==> src/rtl/coffee_pkg.sv <==
// Shared definitions for the coffee-machine controller: timer FSM states,
// default counter width and the per-phase durations in divider ticks.
package coffee_pkg;

  localparam logic [1:0] ST_IDLE   = 2'd0;
  localparam logic [1:0] ST_RUN    = 2'd1;
  localparam logic [1:0] ST_PAUSED = 2'd2;
  localparam logic [1:0] ST_FINISH = 2'd3;

  typedef enum logic [1:0] {
    IDLE   = ST_IDLE,
    RUN    = ST_RUN,
    PAUSED = ST_PAUSED,
    FINISH = ST_FINISH
  } state_t;

  localparam int CNT_W_DEF = 6;

  // Phase lengths in ~6 Hz divider ticks.
  localparam logic [CNT_W_DEF-1:0] T_HEAT     = 6'd40;
  localparam logic [CNT_W_DEF-1:0] T_BREW     = 6'd25;
  localparam logic [CNT_W_DEF-1:0] T_DISPENSE = 6'd12;

  function automatic logic state_busy(input state_t s);
    return (s == RUN) || (s == PAUSED);
  endfunction

endpackage

==> src/rtl/tick_sync_edge.sv <==
// Brings the asynchronous divider tap into the clk domain and turns each
// synchronised rising edge into a one-cycle pulse.
module tick_sync_edge #(
  parameter int SYNC_STAGES = 2
) (
  input  logic clk,
  input  logic clear,
  input  logic tick_in,
  output logic tick_pulse
);

  // Fewer than two stages would leave metastability exposed.
  localparam int N_STAGES = (SYNC_STAGES < 2) ? 2 : SYNC_STAGES;

  logic [N_STAGES-1:0] sync_q;
  logic                hist_q;

  // Synchroniser chain plus history flop for edge detection.
  always_ff @(posedge clk) begin
    if (clear) begin
      sync_q <= '0;
      hist_q <= 1'b0;
    end else begin
      sync_q <= {sync_q[N_STAGES-2:0], tick_in};
      hist_q <= sync_q[N_STAGES-1];
    end
  end

  assign tick_pulse = sync_q[N_STAGES-1] & ~hist_q;

endmodule

==> src/rtl/dispense_timer.sv <==
// Programmable phase countdown driven by synchronised divider ticks;
// supports pause, abort and signals expiry with a one-cycle done pulse.
module dispense_timer
  import coffee_pkg::*;
#(
  parameter int CNT_W       = CNT_W_DEF,
  parameter int SYNC_STAGES = 2
) (
  input  logic             clk,
  input  logic             clear,
  input  logic             tick_in,
  input  logic             start,
  input  logic [CNT_W-1:0] duration,
  input  logic             pause,
  input  logic             abort,
  output logic             busy,
  output logic             done,
  output logic [CNT_W-1:0] remaining,
  output logic             tick_pulse
);

  localparam logic [CNT_W-1:0] ZERO_C = '0;
  localparam logic [CNT_W-1:0] ONE_C  = CNT_W'(1);

  state_t           state_q, state_d;
  logic [CNT_W-1:0] remaining_q, remaining_d;
  logic             busy_q, done_q;
  logic             tick_s;

  tick_sync_edge #(
    .SYNC_STAGES(SYNC_STAGES)
  ) u_tick_sync_edge (
    .clk       (clk),
    .clear     (clear),
    .tick_in   (tick_in),
    .tick_pulse(tick_s)
  );

  // Next-state and countdown decode.
  always_comb begin
    state_d     = state_q;
    remaining_d = remaining_q;
    case (state_q)
      IDLE: begin
        if (start) begin
          if (duration != ZERO_C) begin
            state_d     = RUN;
            remaining_d = duration;
          end else begin
            state_d     = FINISH;
            remaining_d = ZERO_C;
          end
        end else begin
          state_d = IDLE;
        end
      end
      RUN: begin
        if (abort) begin
          state_d     = IDLE;
          remaining_d = ZERO_C;
        end else if (pause) begin
          // A tick coinciding with the pause request is dropped.
          state_d = PAUSED;
        end else if (tick_s) begin
          if (remaining_q == ONE_C) begin
            state_d     = FINISH;
            remaining_d = ZERO_C;
          end else begin
            remaining_d = remaining_q - ONE_C;
          end
        end else begin
          state_d = RUN;
        end
      end
      PAUSED: begin
        if (abort) begin
          state_d     = IDLE;
          remaining_d = ZERO_C;
        end else if (!pause) begin
          state_d = RUN;
        end else begin
          state_d = PAUSED;
        end
      end
      FINISH: begin
        state_d     = IDLE;
        remaining_d = ZERO_C;
      end
      default: begin
        state_d     = IDLE;
        remaining_d = ZERO_C;
      end
    endcase
  end

  // State, counter and registered status outputs.
  always_ff @(posedge clk) begin
    if (clear) begin
      state_q     <= IDLE;
      remaining_q <= ZERO_C;
      busy_q      <= 1'b0;
      done_q      <= 1'b0;
    end else begin
      state_q     <= state_d;
      remaining_q <= remaining_d;
      busy_q      <= state_busy(state_d);
      done_q      <= (state_d == FINISH);
    end
  end

  assign busy       = busy_q;
  assign done       = done_q;
  assign remaining  = remaining_q;
  assign tick_pulse = tick_s;

endmodule

==> config.mk <==
export PLATFORM = sky130hd
export DESIGN_NAME = dispense_timer
export DESIGN_NICKNAME = d
export VERILOG_FILES = /design/src/rtl/coffee_pkg.sv /design/src/rtl/tick_sync_edge.sv /design/src/rtl/dispense_timer.sv
export SDC_FILE = /design/constraint.sdc
export NUM_CORES = 1
export LEC_CHECK = 0
export CORE_MARGIN = 2
export CORE_UTILIZATION = 41
export DETAILED_ROUTE_END_ITERATION = 12
export HOLD_SLACK_MARGIN = 0.08
export PLACE_DENSITY_LB_ADDON = 0.08
export SYNTH_ARGS = -nofsm -noshare
export SYNTH_HDL_FRONTEND = slang
export SYNTH_SLANG_ARGS = --single-unit
==> constraint.sdc <==
create_clock -name clk -period 1.59 [get_ports clk]
set_input_delay 0.159 -clock clk [delete_from_list [all_inputs] [get_ports clk]]
set_output_delay 0.159 -clock clk [all_outputs]
set_load 0.005 [all_outputs]
==> impl_metrics.tcl <==
set metrics [dict create \
    slowest_delay_ns 0.33 \
    grt.total_usage_pct 19.71 \
    dr_wl_met3_um 118 \
    drcViolationCount 0 \
    crit_buf_inv 1 \
    netlist_area_um2 730.7 \
    drtIter0Drc 37 \
    coreArea_um2 1708 \
    arrival_ns 1.71 \
    hp-class "in -> reg" \
    drive_above_1_share_pct 29.31 \
    cts_tree "yes" \
    cp_max_fo 2 \
    grt_first_pass_wirelength_mm 3.022 \
    post-route-period-util_pct 97.53 \
    rsz0062_at_grt "true" \
    highest_layer "met3" \
    dr.pass1.iters 4 \
    hpwl_mm 1.518 \
    clock_tree.root_cell "clkbuf_4" \
    yosysWarnings 0 \
    dieArea_um2 2136 \
    multi_input_area_um2 467.9 \
    clk_path_buf_depth 2 \
    tightestPinTransition_ns 0.3357 \
    crit_path_end_kind "flop" \
    path_cells "inv_2 > ha_4 > nor3b_4 > nand2_2 > o211ai_1 > ha_1 > nor2b_1" \
    rows 15 \
    hold_viol 0 \
    p_leak_nw 0.4335 \
    clk_pin_slew_worst_paths_ns 0.09 \
    gp_congestion 0.8783 \
    hold_buffers 0 \
    portBuffers 20 \
    worst-path-stages 7 \
    routed-via-count 752 \
    overflow 0 \
    numCtsBuffers 3 \
    skew_ns 0.01658 \
    p_total_w 0.0008739 \
    ioPinCount 21 \
    seq_area_um2 262.8 \
    n_antenna_cell 0 \
    outcome "finished clean" \
    grt_antenna_before_repair 0 \
    synth-seq-cells 13 \
    clock_sinks 13 \
    htreeDepth 1 \
    drt-met1-wl_um 913 \
    viasPerCell 5.333 \
    clock_latency_ns 0.27 \
    synth_cell_types 35 \
    hold_depth 2 \
    die_w_um 46.22 \
    p_per_area_nw_per_um2 775.2 \
    n_fill_cell 161 \
    ys_seq_area_share_pct 35.62 \
    area_growth_pct 54.28 \
    wirelength_mm 1.944 \
    fin_setup_tns_ns 0 \
    die_h_um 46.22 \
    whs_ns 0.4433 \
    ant_nets 0 \
    grt_max_degree 8 \
    synthCells 79 \
    syn_avg_cell_area_um2 9.249 \
    layout.nets 132 \
    fmax_ghz 0.6448 \
    critPathRequiredTime_ns 1.75 \
    slew_headroom_pct 77.62 \
    finalSetupViolations 0 \
    critPathLaunchType "flop" \
    start_util_pct 42.78 \
    dr_wl_met2_um 912 \
    critPathKind "reg -> reg" \
    post_drt_wl_per_cell_um 13.79 \
    grt_pass1_vias 689 \
    slew_violations 0 \
    reg2reg_depth 7 \
    slowest_stage "dfxtp_2" \
    crit_family "simple AND/OR/NAND/NOR gates" \
    ir_drop_v 0.0006103 \
    drv_cap 0 \
    fin_crit_ns 1.551 \
    synth_nets 94 \
]
==> flip-flops by register name, summed over array words and instances (netlist names) <==
register,count
remaining,6
state_q,2
u_tick_sync_edge.sync_q,2
busy,1
done,1
u_tick_sync_edge.hist_q,1
==> power by group <==
part           leakage (nW)  total [W]  internal [W]  switching (W)
combinational         0.311   0.000293      0.000170       0.000123
sequential            0.108   0.000374      0.000351      0.0000232
clock                0.0150   0.000207     0.0000969       0.000110
==> cells in the final DEF, fill, tap and decap left out, drive strengths merged, types with 3 or more instances in the layout <==
master / instances
nor2b: 8
dfxtp: 13
clkbuf: 4
clkdlybuf4s50: 20
nor2: 6
ha: 3
a211oi: 3
buf: 17
nand2: 4
a32o: 4
inv: 3
nor3b: 3
o21ai: 4
==> path summary, 6_finish.rpt <==
path	start	end	slack, ns
worst max-delay path	remaining[1]	busy	0.04
worst min-delay path	tick_in	u_tick_sync_edge.sync_q[0]	0.44
worst max register to register	remaining[1]	busy	0.04
worst min register to register	u_tick_sync_edge.sync_q[0]	u_tick_sync_edge.sync_q[1]	0.46
==> logic make-up after synthesis <==
| group | count (synthesis) | share of synthesized area [%] |
|---|---|---|
| xor+xnor | 1 | 1.199 |
| simple gates | 31 | 24.14 |
| buf+inv | 7 | 5.307 |
| fa+ha+maj | 3 | 5.138 |
| flops | 13 | 35.62 |
| mux | 2 | 2.911 |
| compound gates | 22 | 25.68 |
==> stage by stage <==
step / worst slack (ns) / util [%] / std cells / cell area [um^2]
2_1_floorplan: 0.007001 / - / 79 / 735.7
3_3_place_gp: -0.09240 / 62.05 / 136 / 1060
3_5_place_dp: -0.1178 / 62.05 / 136 / 1060
4_1_cts: 0.0003397 / 63.59 / 140 / 1086
5_1_grt: -0.06906 / 66.01 / 141 / 1127
6_report: 0.03921 / 66.01 / 141 / 1127
==> Yosys cell counts, drive strengths merged <==
master	n	area, um^2
a32o	4	40.04
o22ai	1	20.02
a31oi	2	12.51
mux2	1	11.26
nor3	1	5.000
ha	3	37.54
o32ai	1	8.760
clkbuf	1	3.750
nor3b	3	22.52
a221oi	1	8.760
or3	1	6.260
a22oi	1	7.510
nor2b	8	50.05
mux2i	1	10.01
o22a	1	8.760
or3b	1	8.760
o21ai	4	20.02
dfxtp	13	260.3
inv	3	11.26
xor2	1	8.760
o31a	1	8.760
nand4	1	6.260
nand3b	2	15.01
nor4	2	12.51
and2	2	12.51
nand2	4	15.01
nor2	6	22.52
a21oi	1	5.000
o211ai	2	15.01
buf	3	23.77
a211oi	3	32.53
==> final cells by class <==
type,instances,area share (%)
tap,25,2.775
inverter,3,0.9989
sequential,13,23.31
multi-input combinational,59,41.51
clock buffer,4,2.331
timing repair buffer,37,29.08
==> per-layer routing <==
metal,global-route usage [%],vias to the layer above
li1,-,374
met1,28.13,352
met2,31.11,26
met3,4.706,0
met4,1.714,0
met5,0,-
==> what timing repair did <==
item                                    4_1_cts  5_1_grt
endpoints found under the setup margin        1        5
cloned                                        0        0
setup buffers                                 0        1
pin swaps                                     1        2
gates resized for setup                       0       11
(Power assumes the default switching activity.)
